$ cat config.mk
export PLATFORM = sky130hd
export DESIGN_NAME = lau_rr_scheduler
export DESIGN_NICKNAME = d
export VERILOG_FILES = /design/src/rtl/lau_rr_scheduler.sv
export SDC_FILE = /design/constraint.sdc
export NUM_CORES = 1
export LEC_CHECK = 0
export ABC_AREA = 1
export ABC_CLOCK_PERIOD_IN_PS = 1600
export CORE_MARGIN = 5
export CORE_UTILIZATION = 36
export CTS_BUF_LIST = sky130_fd_sc_hd__clkbuf_2
export CTS_CLUSTER_SIZE = 40
export DETAILED_ROUTE_END_ITERATION = 8
export PLACE_DENSITY = 0.77
export REMOVE_ABC_BUFFERS = 1
export SLEW_MARGIN = 20
export SYNTH_ARGS = -nofsm -noshare
export SYNTH_HDL_FRONTEND = slang
export SYNTH_SLANG_ARGS = --single-unit
$ cat constraint.sdc
create_clock -name clk -period 1.6 [get_ports clk]
set_input_delay 0.32 -clock clk [delete_from_list [all_inputs] [get_ports clk]]
set_output_delay 0.32 -clock clk [all_outputs]
set_load 0.01 [all_outputs]
$ cat src/rtl/lau_rr_scheduler.sv
// Round-robin scheduler sharing one combinational LAU among NREQ requesters, with a registered operand stage.
// Latency: rsp_valid rises LAT+1 cycles after the grant edge (1 cycle for a zero-operand mul/div when bypass is built in).
// Backpressure: the response is held until rsp_ready; no new grant is issued until the block is back in IDLE.
// Build option: define LAU_ZERO_BYPASS_EN to answer mul/div with a zero operand directly, without waiting on the LAU.
module lau_rr_scheduler #(
    parameter int NREQ = 4,
    parameter int LAT  = 1,
    parameter int IDW  = 2
) (
    input  logic                   clk,
    input  logic                   rst_n,
    input  logic [NREQ-1:0]        req_valid,
    output logic [NREQ-1:0]        req_ready,
    input  logic [2*NREQ-1:0]      req_op,
    input  logic [NREQ-1:0]        req_sx,
    input  logic [NREQ-1:0]        req_sy,
    input  logic [16*NREQ-1:0]     req_lx,
    input  logic [16*NREQ-1:0]     req_ly,
    input  logic [15:0]            cfg_lm,
    output logic [1:0]             lau_op,
    output logic                   lau_sx,
    output logic                   lau_sy,
    output logic [15:0]            lau_lx,
    output logic [15:0]            lau_ly,
    output logic [15:0]            lau_lm,
    input  logic                   lau_sz,
    input  logic [15:0]            lau_lz,
    output logic                   rsp_valid,
    input  logic                   rsp_ready,
    output logic [IDW-1:0]         rsp_id,
    output logic                   rsp_sz,
    output logic [15:0]            rsp_lz,
    output logic                   busy
);

    localparam logic [15:0] LNS_ZERO = 16'hFF1C;
    localparam logic [3:0]  LAT_CNT  = 4'(LAT);

    typedef enum logic [1:0] {S_IDLE, S_WAIT, S_RESP} state_e;

    state_e          state_q, state_d;
    logic [IDW-1:0]  ptr_q;
    logic [3:0]      cnt_q;
    logic [IDW-1:0]  id_q;
    logic [1:0]      op_q;
    logic            sx_q, sy_q;
    logic [15:0]     lx_q, ly_q, lm_q;
    logic            rsp_valid_q, rsp_sz_q;
    logic [15:0]     rsp_lz_q;

    logic            hi_any, lo_any, gnt_any;
    logic [IDW-1:0]  hi_idx, lo_idx, gnt_idx;
    logic [NREQ-1:0] gnt_onehot;
    logic [1:0]      sel_op;
    logic            sel_sx, sel_sy;
    logic [15:0]     sel_lx, sel_ly;
    logic            bypass;

    // Round-robin search: lowest valid index above the pointer, else lowest valid index at or below it
    always_comb begin
        hi_any = 1'b0;
        lo_any = 1'b0;
        hi_idx = '0;
        lo_idx = '0;
        for (int i = NREQ - 1; i >= 0; i--) begin
            if (req_valid[i]) begin
                if (i > int'(ptr_q)) begin
                    hi_any = 1'b1;
                    hi_idx = IDW'(i);
                end else begin
                    lo_any = 1'b1;
                    lo_idx = IDW'(i);
                end
            end
        end
        gnt_any = hi_any | lo_any;
        gnt_idx = hi_any ? hi_idx : lo_idx;
    end

    // Operand mux for the winning requester
    always_comb begin
        gnt_onehot = '0;
        sel_op     = '0;
        sel_sx     = 1'b0;
        sel_sy     = 1'b0;
        sel_lx     = '0;
        sel_ly     = '0;
        for (int i = 0; i < NREQ; i++) begin
            if (IDW'(i) == gnt_idx) begin
                gnt_onehot[i] = 1'b1;
                sel_op        = req_op[2*i +: 2];
                sel_sx        = req_sx[i];
                sel_sy        = req_sy[i];
                sel_lx        = req_lx[16*i +: 16];
                sel_ly        = req_ly[16*i +: 16];
            end
        end
    end

`ifdef LAU_ZERO_BYPASS_EN
    // A zero operand makes any product or quotient zero, so the LAU result is not needed
    assign bypass = sel_op[1] && ((sel_lx == LNS_ZERO) || (sel_ly == LNS_ZERO));
`else
    assign bypass = 1'b0;
`endif

    // FSM state register
    always_ff @(posedge clk or negedge rst_n) begin
        if (!rst_n) state_q <= S_IDLE;
        else        state_q <= state_d;
    end

    // FSM next-state logic
    always_comb begin
        state_d = state_q;
        case (state_q)
            S_IDLE:  if (gnt_any) state_d = bypass ? S_RESP : S_WAIT;
            S_WAIT:  if (cnt_q == 4'd1) state_d = S_RESP;
            S_RESP:  if (rsp_ready) state_d = S_IDLE;
            default: state_d = S_IDLE;
        endcase
    end

    // FSM outputs: grant only while idle and out of reset
    always_comb begin
        req_ready = '0;
        if (rst_n && (state_q == S_IDLE) && gnt_any) req_ready = gnt_onehot;
        busy = (state_q != S_IDLE);
    end

    // Operand, pointer, settle counter and response registers
    always_ff @(posedge clk or negedge rst_n) begin
        if (!rst_n) begin
            ptr_q       <= IDW'(NREQ - 1);
            cnt_q       <= '0;
            id_q        <= '0;
            op_q        <= '0;
            sx_q        <= 1'b0;
            sy_q        <= 1'b0;
            lx_q        <= '0;
            ly_q        <= '0;
            lm_q        <= '0;
            rsp_valid_q <= 1'b0;
            rsp_sz_q    <= 1'b0;
            rsp_lz_q    <= '0;
        end else begin
            case (state_q)
                S_IDLE: begin
                    if (gnt_any) begin
                        op_q  <= sel_op;
                        sx_q  <= sel_sx;
                        sy_q  <= sel_sy;
                        lx_q  <= sel_lx;
                        ly_q  <= sel_ly;
                        lm_q  <= cfg_lm;
                        id_q  <= gnt_idx;
                        ptr_q <= gnt_idx;
                        cnt_q <= LAT_CNT;
                        if (bypass) begin
                            rsp_sz_q    <= 1'b0;
                            rsp_lz_q    <= LNS_ZERO;
                            rsp_valid_q <= 1'b1;
                        end
                    end
                end
                S_WAIT: begin
                    cnt_q <= cnt_q - 4'd1;
                    if (cnt_q == 4'd1) begin
                        rsp_sz_q    <= lau_sz;
                        rsp_lz_q    <= lau_lz;
                        rsp_valid_q <= 1'b1;
                    end
                end
                S_RESP: begin
                    if (rsp_ready) rsp_valid_q <= 1'b0;
                end
                default: ;
            endcase
        end
    end

    assign lau_op    = op_q;
    assign lau_sx    = sx_q;
    assign lau_sy    = sy_q;
    assign lau_lx    = lx_q;
    assign lau_ly    = ly_q;
    assign lau_lm    = lm_q;
    assign rsp_valid = rsp_valid_q;
    assign rsp_id    = id_q;
    assign rsp_sz    = rsp_sz_q;
    assign rsp_lz    = rsp_lz_q;

endmodule

Word level (Yosys, flattened, before mapping). Cells that the tools add are included.

Flip-flop bits (word level): 80. Bits in latches: 0. Bits in writable memories: 0. ROM bits: 0. Bits of input ports: 184. Output and inout bits: 77. Memories: 0.

Add/subtract/negate cells: 1. Multiply operators: 0. Divide/modulo/power cells: 0. $lt $le $gt $ge: 3. Equal/unequal tests: 9. Shift operators: 0. Muxes and demuxes: 61. Bitwise operators: 1. Reduce and logical (&&, ||, !) cells: 12.

Operators with widths (number): two-way mux 16 bit (8); two-way mux 2 bit (21); two-way mux 1 bit (27); two-way mux 4 bit (2); one-hot mux 4 bit (2 select lines) (1); != test 2 bit, second input constant (3); one-hot mux 2 bit (3 select lines) (1); AND reduction 2 bit (3); AND reduction 3 bit (2); nonzero test 2 bit (3); == test 2 bit, first input constant (2); == test 4 x 1 -> 1 bit, second input constant (1); > comparator 2 bit, first input constant (2); logical NOT 2 bit (2); subtractor 4 x 1 -> 4 bit, second input constant (1); == test 1 x 2 -> 1 bit, first input constant (1); == test 2 x 1 -> 1 bit, second input constant (1); == test 2 bit, second input constant (1); > comparator 1 x 2 -> 1 bit, first input constant (1); logical AND 1 bit (2); one-hot mux 1 bit (2 select lines) (1); bitwise OR 1 bit (1).

Logic depth before layout (Yosys ltp). Gate-level depths: netlist of the first run.

Depth after elaboration: 14. Mapped depth: 13. Gate-level depth less buffers: 12.

Worst setup path before layout of the first run. Ideal clock, no wire load.

Kind: register to output. Start: register ptr_q[1]. End: output req_ready[0]. Data arrival time: 1.457 ns. Data required time: 1.280 ns. Slack: -0.177 ns. Stages on the path, launching flop included: 9. Path buffers: 2. Cell sequence: dfstp_2 -> nand2_1 -> nand2_1 -> nand2_1 -> nand2_2 -> nand2_4 -> buf_4 -> buf_4 -> nor3_1.

Longest elaborated chain between the ends: 12. Elaborated cells between the ends (all ways): 35. Those cells by class: order compare: 3; mux: 29; bitwise: 1; reduce/logical: 2.

RTL lines: start, declared (RTL line 42) `logic [IDW-1:0] ptr_q;`; start signal, assigned (RTL line 134) `ptr_q <= IDW'(NREQ - 1);`; start signal, assigned (RTL line 157) `ptr_q <= gnt_idx;`; > comparator 2 bit (RTL line 67) `if (i > int'(ptr_q)) begin`; two-way mux 2 bit (RTL line 67); two-way mux 2 bit (RTL line 66) `if (req_valid[i]) begin`; two-way mux 2 bit (RTL line 67); two-way mux 2 bit (RTL line 66); two-way mux 2 bit (RTL line 67); two-way mux 2 bit (2 in series) (RTL line 66); two-way mux 2 bit (RTL line 77) `gnt_idx = hi_any ? hi_idx : lo_idx;`; logical NOT 2 bit (RTL line 89) `if (IDW'(i) == gnt_idx) begin`; two-way mux 1 bit (RTL line 89); two-way mux 4 bit (*) (RTL line 127) `if (rst_n && (state_q == S_IDLE) && gnt_any) req_ready = gnt_onehot;`; end, declared (RTL line 13) `output logic [NREQ-1:0] req_ready,`.

Mark *: on every way between the ends. The rest lies on a longest branch, timed or not.

Worst setup path after layout of the first run.
Start: register ptr_q[1]. End: output req_ready[2].

Longest elaborated chain between the ends: 12. Elaborated cells between the ends (all ways): 35. Those cells by class: order compare: 3; eq/ne: 1; mux: 29; bitwise: 1; reduce/logical: 1.

RTL lines (RTL line): > comparator 2 bit (67); two-way mux 2 bit (67); two-way mux 2 bit (66); two-way mux 2 bit (67); two-way mux 2 bit (66); two-way mux 2 bit (67); two-way mux 2 bit (2 in series) (66); two-way mux 2 bit (77); == test 2 bit (89); two-way mux 1 bit (89); two-way mux 4 bit (*) (127).

Marked as above.

==> impl_summary.md, run 1 <==
Clock tree
The H-tree was split into 3 levels. The clock passes through at most 2 buffers. TritonCTS built the clock tree.

The insertion delay of the later-clocked pin in the worst-skew pair is approximately 570 ps. The number of buffers created by CTS is 9. The TritonCTS sink count is 80. CTS placed an instance of sky130_fd_sc_hd__clkbuf_2 at the clock tree root.

Clock-pin slew was measured on the worst setup and hold paths at roughly 290 ps.

Floorplanning
The die extent in y is approximately 120 um. The starting density of the core is a little under two fifths. The die span in x is around 120 um. The floorplan core area is 12100 um2.

Pin placement for this block handled between 200 and 300 I/O pins. The floorplan step defined a die boundary enclosing ~15000 um2. The number of cell rows is 40.

Detailed routing
The overall routed net length is roughly 19000 um. The per-cell via count in the routed design is 5.24. The length of the first detailed-routing pass in iterations is 6. The post-route DRC violation count is 0. The number of routed nets with antenna violations is 0.

After the first detailed-routing iteration, the DRC count stood at approximately 430. The routed layout has 5477 vias. The post-detailed-route wirelength per cell is approximately 18 um.

Run status
The final reports fail on setup timing. The flow ran to the end, but the final reports show violations.

Layout
The relative area change from synthesis to final layout is 72.7%. Summing all non-filler instances in the final layout gives an area of around 7700 um2. Cells with a size suffix above 1 make up around a quarter of the layout. Registers take between 2000 and 2500 um2.

For this run, the post-layout net count is roughly 1.1k. In the final layout, the multi-input gates occupy roughly 2300 um2. Fill cells in the final layout number roughly 1.1k.

Critical path
The worst register-to-register path begins at ptr_q[1]. The cell type group with the largest total delay on the critical path is flip-flops. For the worst setup path, the data required time is 1280 ps. STA classifies the critical path startpoint as a flop. Along the worst path, the maximum fanout reaches 6.

The critical path's largest stage delay is about 630 ps. The worst setup path is captured at an output port. The standard cell with the maximum stage delay on the critical path is sky130_fd_sc_hd__dfstp_2. Together, buffers and inverters on the worst path number 4. Tracing the worst setup path back leads to its startpoint at ptr_q[1]. Traced cell by cell, the critical path runs through buf_4 -> nor3_2 -> inv_2 -> buf_6 -> nand2_8 -> nor3_2 -> buf_2. STA puts the critical path data arrival time at ~2000 ps.

The worst setup slack for register-to-register paths is -510 ps. The end of the worst register-to-register path is lau_ly[8]. For the worst flop-to-flop path, the logic depth is 13.

The cell with the most instances on the worst path is sky130_fd_sc_hd__nor3_2. The critical path is of the flop to output port type.

Synth
Sorting the synthesized cells by area gives the leading types as sky130_fd_sc_hd__dfrtp_1 44%, sky130_fd_sc_hd__nand2_1 13%, sky130_fd_sc_hd__nand4_1 9.7%, sky130_fd_sc_hd__nand3_1 9.3%, sky130_fd_sc_hd__nor2_1 8.1%. The cell type with the highest aggregate area in the netlist is sky130_fd_sc_hd__dfrtp_1. The mean instance size in the synthesized netlist is 7.64 um2. The flip-flop and latch count after synthesis is 80. The fraction of synthesized cell area taken by the top area cell type is about 44%. The summed instance area of the synthesized netlist is about 4500 um2. In this run, distinct cell masters in the synthesized netlist total 29.

Sequential cells were found to cover between 40 and 50% of the synthesized design area. Synthesis produced a netlist whose cell count is approximately 590. The total number of yosys warnings is 0.

Timing
After layout, the minimum clock period comes to approximately 2300 ps. For the final database, setup skew stands at between 50 and 60 ps. The worst pin sits at a relative slew slack of 51.1%.

The number of max-slew violations in the final report came to 0. The slew at the pin closest to its max-slew limit is approximately 730 ps. The fmax is ~430 MHz. Of the available clock period, the critical path in the final layout requires 146%. Setup repair after global routing could not meet its margin everywhere. The smallest setup slack after layout is -728 ps. The count of final hold-check violations is 0. Setup violations remaining at the end of the flow were counted as 45. For the final routed database, the setup TNS stands at -17780 ps.

Global routing
The total global routing track utilization is 22.1%. The initial antenna violation count was 1. The first global-routing pass estimated about 26000 um of wire.

The number of global-route vias before repair is between 5k and 6k. Entering global routing, the biggest net connects between 80 and 90 pins. Global routing finished with a remaining overflow of 0.

Place
The wire-length estimate of the detail-placed layout is about 12000 um. The total placed instance area is slightly above 7000 um2. During placement, the flow inserted port buffers numbering 260. The congestion estimate from routability-driven global placement came to a little over 0.9.

Pwr
The total power of the final layout is 13.5 mW. Summed over all cells, the static leakage comes to between 3 and 4 nW. The worst-case IR drop observed on VDD is between 0.5 and 0.6 mV. In this run the power density over the cells is between 1500 and 2000 nW/um2.

Hold path
The min-delay analysis places its worst path in the category input port to flop. The worst hold path was traced through 3 stages. In this run the most critical hold path is launched from cfg_lm[15].

The worst hold path endpoint is lau_lm[15].

Flow run
Across the run, the number of max-cap violations was 0.
[cell families (layout without fill, tap and decap cells)]
group                    count (synthesis)  after routing  synth area share (%)
AO/OA/AOI/OAI                           15             15                  2.10
XOR/XNOR                                 1              1                 0.196
adder cells (fa/ha/maj)                  2              2                 0.560
buffers and inverters                   61            353                  6.33
flip-flops                              80             80                  44.9
multiplexers                            17             17                  4.29
other                                    0              1                     0
AND/OR/NAND/NOR                        409            409                  41.7
[worst reg2reg max path, stage by stage, from the launching register on]
cell and delay, ps:
sky130_fd_sc_hd__dfstp_2 630, sky130_fd_sc_hd__buf_4 120, sky130_fd_sc_hd__nor3_2 40, sky130_fd_sc_hd__inv_2 90, sky130_fd_sc_hd__buf_6 120, sky130_fd_sc_hd__nand2_8 70
sky130_fd_sc_hd__buf_4 150, sky130_fd_sc_hd__buf_12 140, sky130_fd_sc_hd__buf_12 140, sky130_fd_sc_hd__nor2_4 220, sky130_fd_sc_hd__nand2_1 100, sky130_fd_sc_hd__nand3_1 90
sky130_fd_sc_hd__nand2_1 50, sky130_fd_sc_hd__nand2_1 50
[worst max path at each step]
stage               cells past startpoint           end
CTS                                     9  req_ready[1]
detailed placement                      6  req_ready[0]
global route                            9  req_ready[1]
global placement                        6  req_ready[0]
floorplan                               6  req_ready[3]
finish                                  7  req_ready[2]
[through the flow]
step / util [%] / setup WS [ps] / hold slack (ps) / std cells
after detailed placement: 59.4 / -824 / 465 / 986
after CTS: 62.3 / -733 / 199 / 1019
final: 63.7 / -728 / 232 / 1046
after floorplan: - / -2190 / 24.4 / 539
after global placement: 59.4 / -781 / 461 / 986
after global routing: 63.7 / -907 / 179 / 1046
[layout by cell type, fill, tap and decap left out, types with 3 or more instances in the layout]
cell type | netlist | routed
sky130_fd_sc_hd__buf_16 | 0 | 4
sky130_fd_sc_hd__buf_12 | 0 | 4
sky130_fd_sc_hd__clkbuf_2 | 0 | 47
sky130_fd_sc_hd__buf_4 | 9 | 38
sky130_fd_sc_hd__clkdlybuf4s50_1 | 0 | 182
sky130_fd_sc_hd__dfrtp_1 | 78 | 78
sky130_fd_sc_hd__nand4_1 | 69 | 69
sky130_fd_sc_hd__clkdlybuf4s15_1 | 0 | 3
sky130_fd_sc_hd__buf_2 | 16 | 35
sky130_fd_sc_hd__inv_1 | 11 | 10
sky130_fd_sc_hd__nor2_4 | 1 | 3
sky130_fd_sc_hd__buf_6 | 0 | 8
sky130_fd_sc_hd__nand2_2 | 2 | 8
sky130_fd_sc_hd__inv_2 | 4 | 4
sky130_fd_sc_hd__nand3_2 | 2 | 10
sky130_fd_sc_hd__nand2_1 | 149 | 143
sky130_fd_sc_hd__nor2_1 | 96 | 92
sky130_fd_sc_hd__nand3_1 | 83 | 74
sky130_fd_sc_hd__o21ai_0 | 10 | 8
sky130_fd_sc_hd__nor2_2 | 1 | 3
sky130_fd_sc_hd__clkbuf_16 | 0 | 7
sky130_fd_sc_hd__nor3_2 | 1 | 3
sky130_fd_sc_hd__mux2_2 | 17 | 17
[sequential cells by signal, summed over array words and instances, names as in the netlist, 4 cells and up]
name    flops
cnt_q       4
lau_ly     16
rsp_lz     16
lau_lx     16
lau_lm     16
[what timing repair did]
item                       in CTS  in global routing
hold endpoints to repair       15                  0
buffers inserted               14                 19
resized for setup             236                 91
gates cloned                    2                 10
setup endpoints to repair     127                117
pin swaps                       5                 22
hold buffers                    1                  0
[synthesized netlist by cell type (all sizes together)]
library cell	count
nand2	152
nor2	98
nand3	85
dfrtp	78
nand4	69
buf	26
clkbuf	20
mux2	17
inv	15
o21ai	11
nor3	3
dfstp	2
ha	2
o22ai	2
a31oi	1
nor4	1
o32ai	1
or2	1
xnor2	1
[cell type report]
type	instances	area share [%]
Sequential cell	80	26.0
Antenna cell	1	0.0324
Clock inverter	7	1.41
Inverter	15	0.762
Tap cell	168	2.73
Clock buffer	9	0.584
Multi-Input combinational cell	444	29.6
Timing Repair Buffer	322	38.9
[per-layer routing]
| metal | vias up | GRT usage, % | share of wire [%] |
|---|---|---|---|
| met3 | 43 | 5.59 | 8.0 |
| met1 | 2584 | 25.6 | 40 |
| met2 | 286 | 39.0 | 50 |
| li1 | 2564 | - | - |
| met4 | 0 | 8.40 | 2.9 |
| met5 | - | 0 | 0 |
[power by group]
group,total [mW],internal (mW),switching [mW]
registers,3.63,3.07,0.564
clock network,1.37,0.555,0.815
logic,8.48,3.85,4.63
No activity file was read; power rests on OpenSTA's default activity.
==> run 2, diff against run 1 <==
--- a/config.mk
+++ b/config.mk
@@ -6,13 +6,13 @@
 export NUM_CORES = 1
 export LEC_CHECK = 0
 export ABC_AREA = 1
-export ABC_CLOCK_PERIOD_IN_PS = 1600
+export ABC_CLOCK_PERIOD_IN_PS = 2350
 export CORE_MARGIN = 5
-export CORE_UTILIZATION = 36
+export CORE_UTILIZATION = 39
 export CTS_BUF_LIST = sky130_fd_sc_hd__clkbuf_2
 export CTS_CLUSTER_SIZE = 40
 export DETAILED_ROUTE_END_ITERATION = 8
-export PLACE_DENSITY = 0.77
+export PLACE_DENSITY = 0.79
 export REMOVE_ABC_BUFFERS = 1
 export SLEW_MARGIN = 20
 export SYNTH_ARGS = -nofsm -noshare
==> constraint.sdc (replaced) <==
create_clock -name clk -period 2.35 [get_ports clk]
set_input_delay 0.47 -clock clk [delete_from_list [all_inputs] [get_ports clk]]
set_output_delay 0.47 -clock clk [all_outputs]
set_load 0.01 [all_outputs]
==> impl_summary.md, run 2 (synthesis results as in run 1) <==
Clock tree
Counting along the longest clock path gives a buffer depth of 2. TritonCTS built the clock tree. The cell at the root of the clock tree is sky130_fd_sc_hd__clkbuf_2.

Counting every sink on the clock net gives 80. The clock reaches the later pin of the worst-skew pair after approximately 510 ps. Clock-pin slew was measured on the worst setup and hold paths at ~250 ps. The H-tree level count is 3. The number of buffers created by CTS is 9.

Critical path
The cell type group with the largest total delay on the critical path is simple AND/OR/NAND/NOR gates. The slowest stage of the critical path is the sky130_fd_sc_hd__dfstp_2 cell. Data on the critical path is required at its endpoint by between 1500 and 2000 ps. The worst setup path is launched from a flop. The biggest fanout along the worst timing path is 5. The data arrival time of the critical path is 1900 ps. The number of buffers and inverters on the critical path is 1. The class of the most critical setup path is flop to output port. The worst setup path is captured at an output port. The critical path's largest stage delay is between 600 and 700 ps.

The worst setup slack for register-to-register paths is roughly 110 ps. Traced cell by cell, the critical path runs through nand4_1 -> nand2_1 -> nand2_1 -> nand2_2 -> nand2_2 -> nand2_4 -> nand2_2 -> nor2_1 -> buf_2. The cell with the most instances on the worst path is sky130_fd_sc_hd__nand2_2.

Global routing
The initial antenna violation count is 1. The number of global-route vias before repair was slightly above 5k. The final global-route overflow total is 0. The total global routing track utilization is around 23%.

Entering global routing, the biggest net connects 66 pins. The first global-routing pass estimated between 20000 and 25000 um of wire.

Detailed routing
The detailed router's first-iteration violation count is ~250. Dividing the detail-routed wire length by the instance count gives about 16 um. After detailed routing, the total wire length is approximately 16000 um. The total number of vias is about 5k. The per-cell via count in the routed design is ~5.2. The number of routed nets with antenna violations is 0.

For this run, design rule violations remaining after detail routing come to 0. The length of the first detailed-routing pass in iterations is 5.

Floorplanning
The die extent in y is 117 um. The die footprint is between 10000 and 15000 um2. Row generation in the floorplan step produced 39 rows. The top-level I/O count is ~260. The floorplan step defined a core boundary enclosing 11300 um2. In this run the horizontal extent of the chip is approximately 120 um. The starting density of the core is between 30% and 40%.

Layout
Cells with a size suffix above 1 make up a little under 10% of the layout. The count of filler cells inserted in the layout is a little under 1k. The final net count is just over 1k. In the layout the commonest cells are 255 x sky130_fd_sc_hd__clkdlybuf4s50_1, 144 x sky130_fd_sc_hd__nand2_1, 95 x sky130_fd_sc_hd__nor2_1. The finished layout holds ~1000 standard cells, fillers aside.

From synthesis to final layout, the design area changed by 64.7%. The leading cell type in the layout, fill and taps excluded is sky130_fd_sc_hd__clkdlybuf4s50_1.

Pwr
Cell internal power was estimated by the tool at 4.98 mW. Across the VDD grid, the largest voltage drop is about 0.77 mV. The fraction of power spent switching nets is a little over two fifths. The design draws ~8.6 mW. Summed over all cells, the static leakage comes to 3.22 nW. Of the total power, combinational logic draws 60.2%. Of the total power, the clock network draws between 10 and 15%. The cell area power density is around 1200 nW/um2. The switching power summed over all nets is ~3.6 mW. In this run, flip-flops and latches consume between 20% and 30% of the power.

Timing
The setup clock skew after layout is just under 30 ps. In the post-route analysis, the smallest setup slack over all paths is -17.4 ps. The worst path in the final design needs a cycle of about 2400 ps, including I/O delays and setup.

The aggregate negative setup slack is -25.3 ps. The count of final hold-check violations is 0. The number of max-slew violations in the final report is 0. The fmax is 422 MHz.

For the pin with the worst max-slew slack, the measured transition is just under 700 ps. The final-report setup violation count is 3. Setup repair after global routing could not meet its margin everywhere. The worst path uses 101% of the clock period. The relative slew slack is between 50 and 60%.

Hold path
The class of the worst hold path is input port to flop.

Place
The HPWL after detailed placement is about 12000 um. The cell count after placement is between 900 and 1k. The number of port buffers is 260. Prior to clock tree synthesis, the placed netlist has a worst setup slack of -391 ps.

Routability-driven placement finished with a final weighted congestion of approximately 0.86.

Run status
The final reports fail on setup timing. The flow ran to the end, but the final reports show violations.

Flow run
Across the run, the number of max-cap violations was 0.
==> run 2: cell count changes in the layout (fill, tap and decap cells not counted), sizes merged <==
cell           change
clkinvlp           +1
clkbuf            -44
inv                -4
clkdlybuf4s50     +73
clkdlybuf4s15      -3
buf               -68
bufinv             +1
==> run 2: through the flow <==
step	hold WS, ps	util (%)	area (um2)
4_1_cts	393	64.8	7340
5_1_grt	426	65.0	7360
3_3_place_gp	462	62.9	7120
6_report	447	65.0	7360
3_5_place_dp	467	62.9	7120
2_1_floorplan	174	-	4240
==> run 2: final cells by class <==
cell class / count / area, um2 / area share [%]
inverter: 15 / 56.3 / 0.765
clock inverter: 5 / 106 / 1.45
tap: 143 / 179 / 2.43
antenna: 1 / 2.50 / 0.0340
sequential: 80 / 2000 / 27.2
clock buffer: 10 / 50.0 / 0.680
multi-input combinational: 444 / 2220 / 30.2
timing repair buffer: 279 / 2730 / 37.1
==> run 2: what timing repair did <==
action                                  CTS  global route
buffers inserted                          4             0
endpoints found under the setup margin    4            21
pin swaps                                 3             4
hold buffers                              1             0
endpoints found under the hold margin    38             0
gates resized for setup                  25             5
cloned                                    0             0
==> run 2: final timing paths <==
kind / from / to / cells past startpoint
worst max-delay path: ptr_q[1] / req_ready[1] / 9
worst max register to register: ptr_q[1] / lau_ly[1] / 11
worst min-delay path: cfg_lm[4] / lau_lm[4] / 3
max in group asynchronous: rst_n / rsp_lz[5] / 4
min in group asynchronous: rst_n / lau_lm[8] / 3
worst min register to register: lau_sx / lau_sx / 2
==> run 2: routing by layer <==
layer,vias to the layer above,wire length (um),global-route usage (%)
met5,-,0,0
met2,228,8280,39.9
li1,2461,-,-
met4,0,397,9.56
met1,2395,6080,26.8
met3,28,1340,6.07
==> run 2: worst register-to-register path: cells and delay by family (launching register included) <==
kind,cells,cell delay [ps]
buf+inv,1,570
flops,1,620
simple gates,10,990
==> run 2: power groups by stage <==
stage | Sequential, mW | Combinational [mW] | Clock [mW]
final | 2.48 | 5.19 | 0.955
after global routing | 2.57 | 5.77 | 1.02
after CTS | 2.48 | 5.23 | 0.980
after detailed placement | 2.50 | 5.16 | 0
after global placement | 2.47 | 5.00 | 0
after floorplan | 2.76 | 2.37 | 0
==> run 3, diff against run 2 <==
--- a/config.mk
+++ b/config.mk
@@ -10,7 +10,6 @@
 export CORE_MARGIN = 5
 export CORE_UTILIZATION = 39
 export CTS_BUF_LIST = sky130_fd_sc_hd__clkbuf_2
-export CTS_CLUSTER_SIZE = 40
 export DETAILED_ROUTE_END_ITERATION = 8
 export PLACE_DENSITY = 0.79
 export REMOVE_ABC_BUFFERS = 1
==> results of run 3 <==
The final DEF is identical to that of run 2; final timing and power are the same.
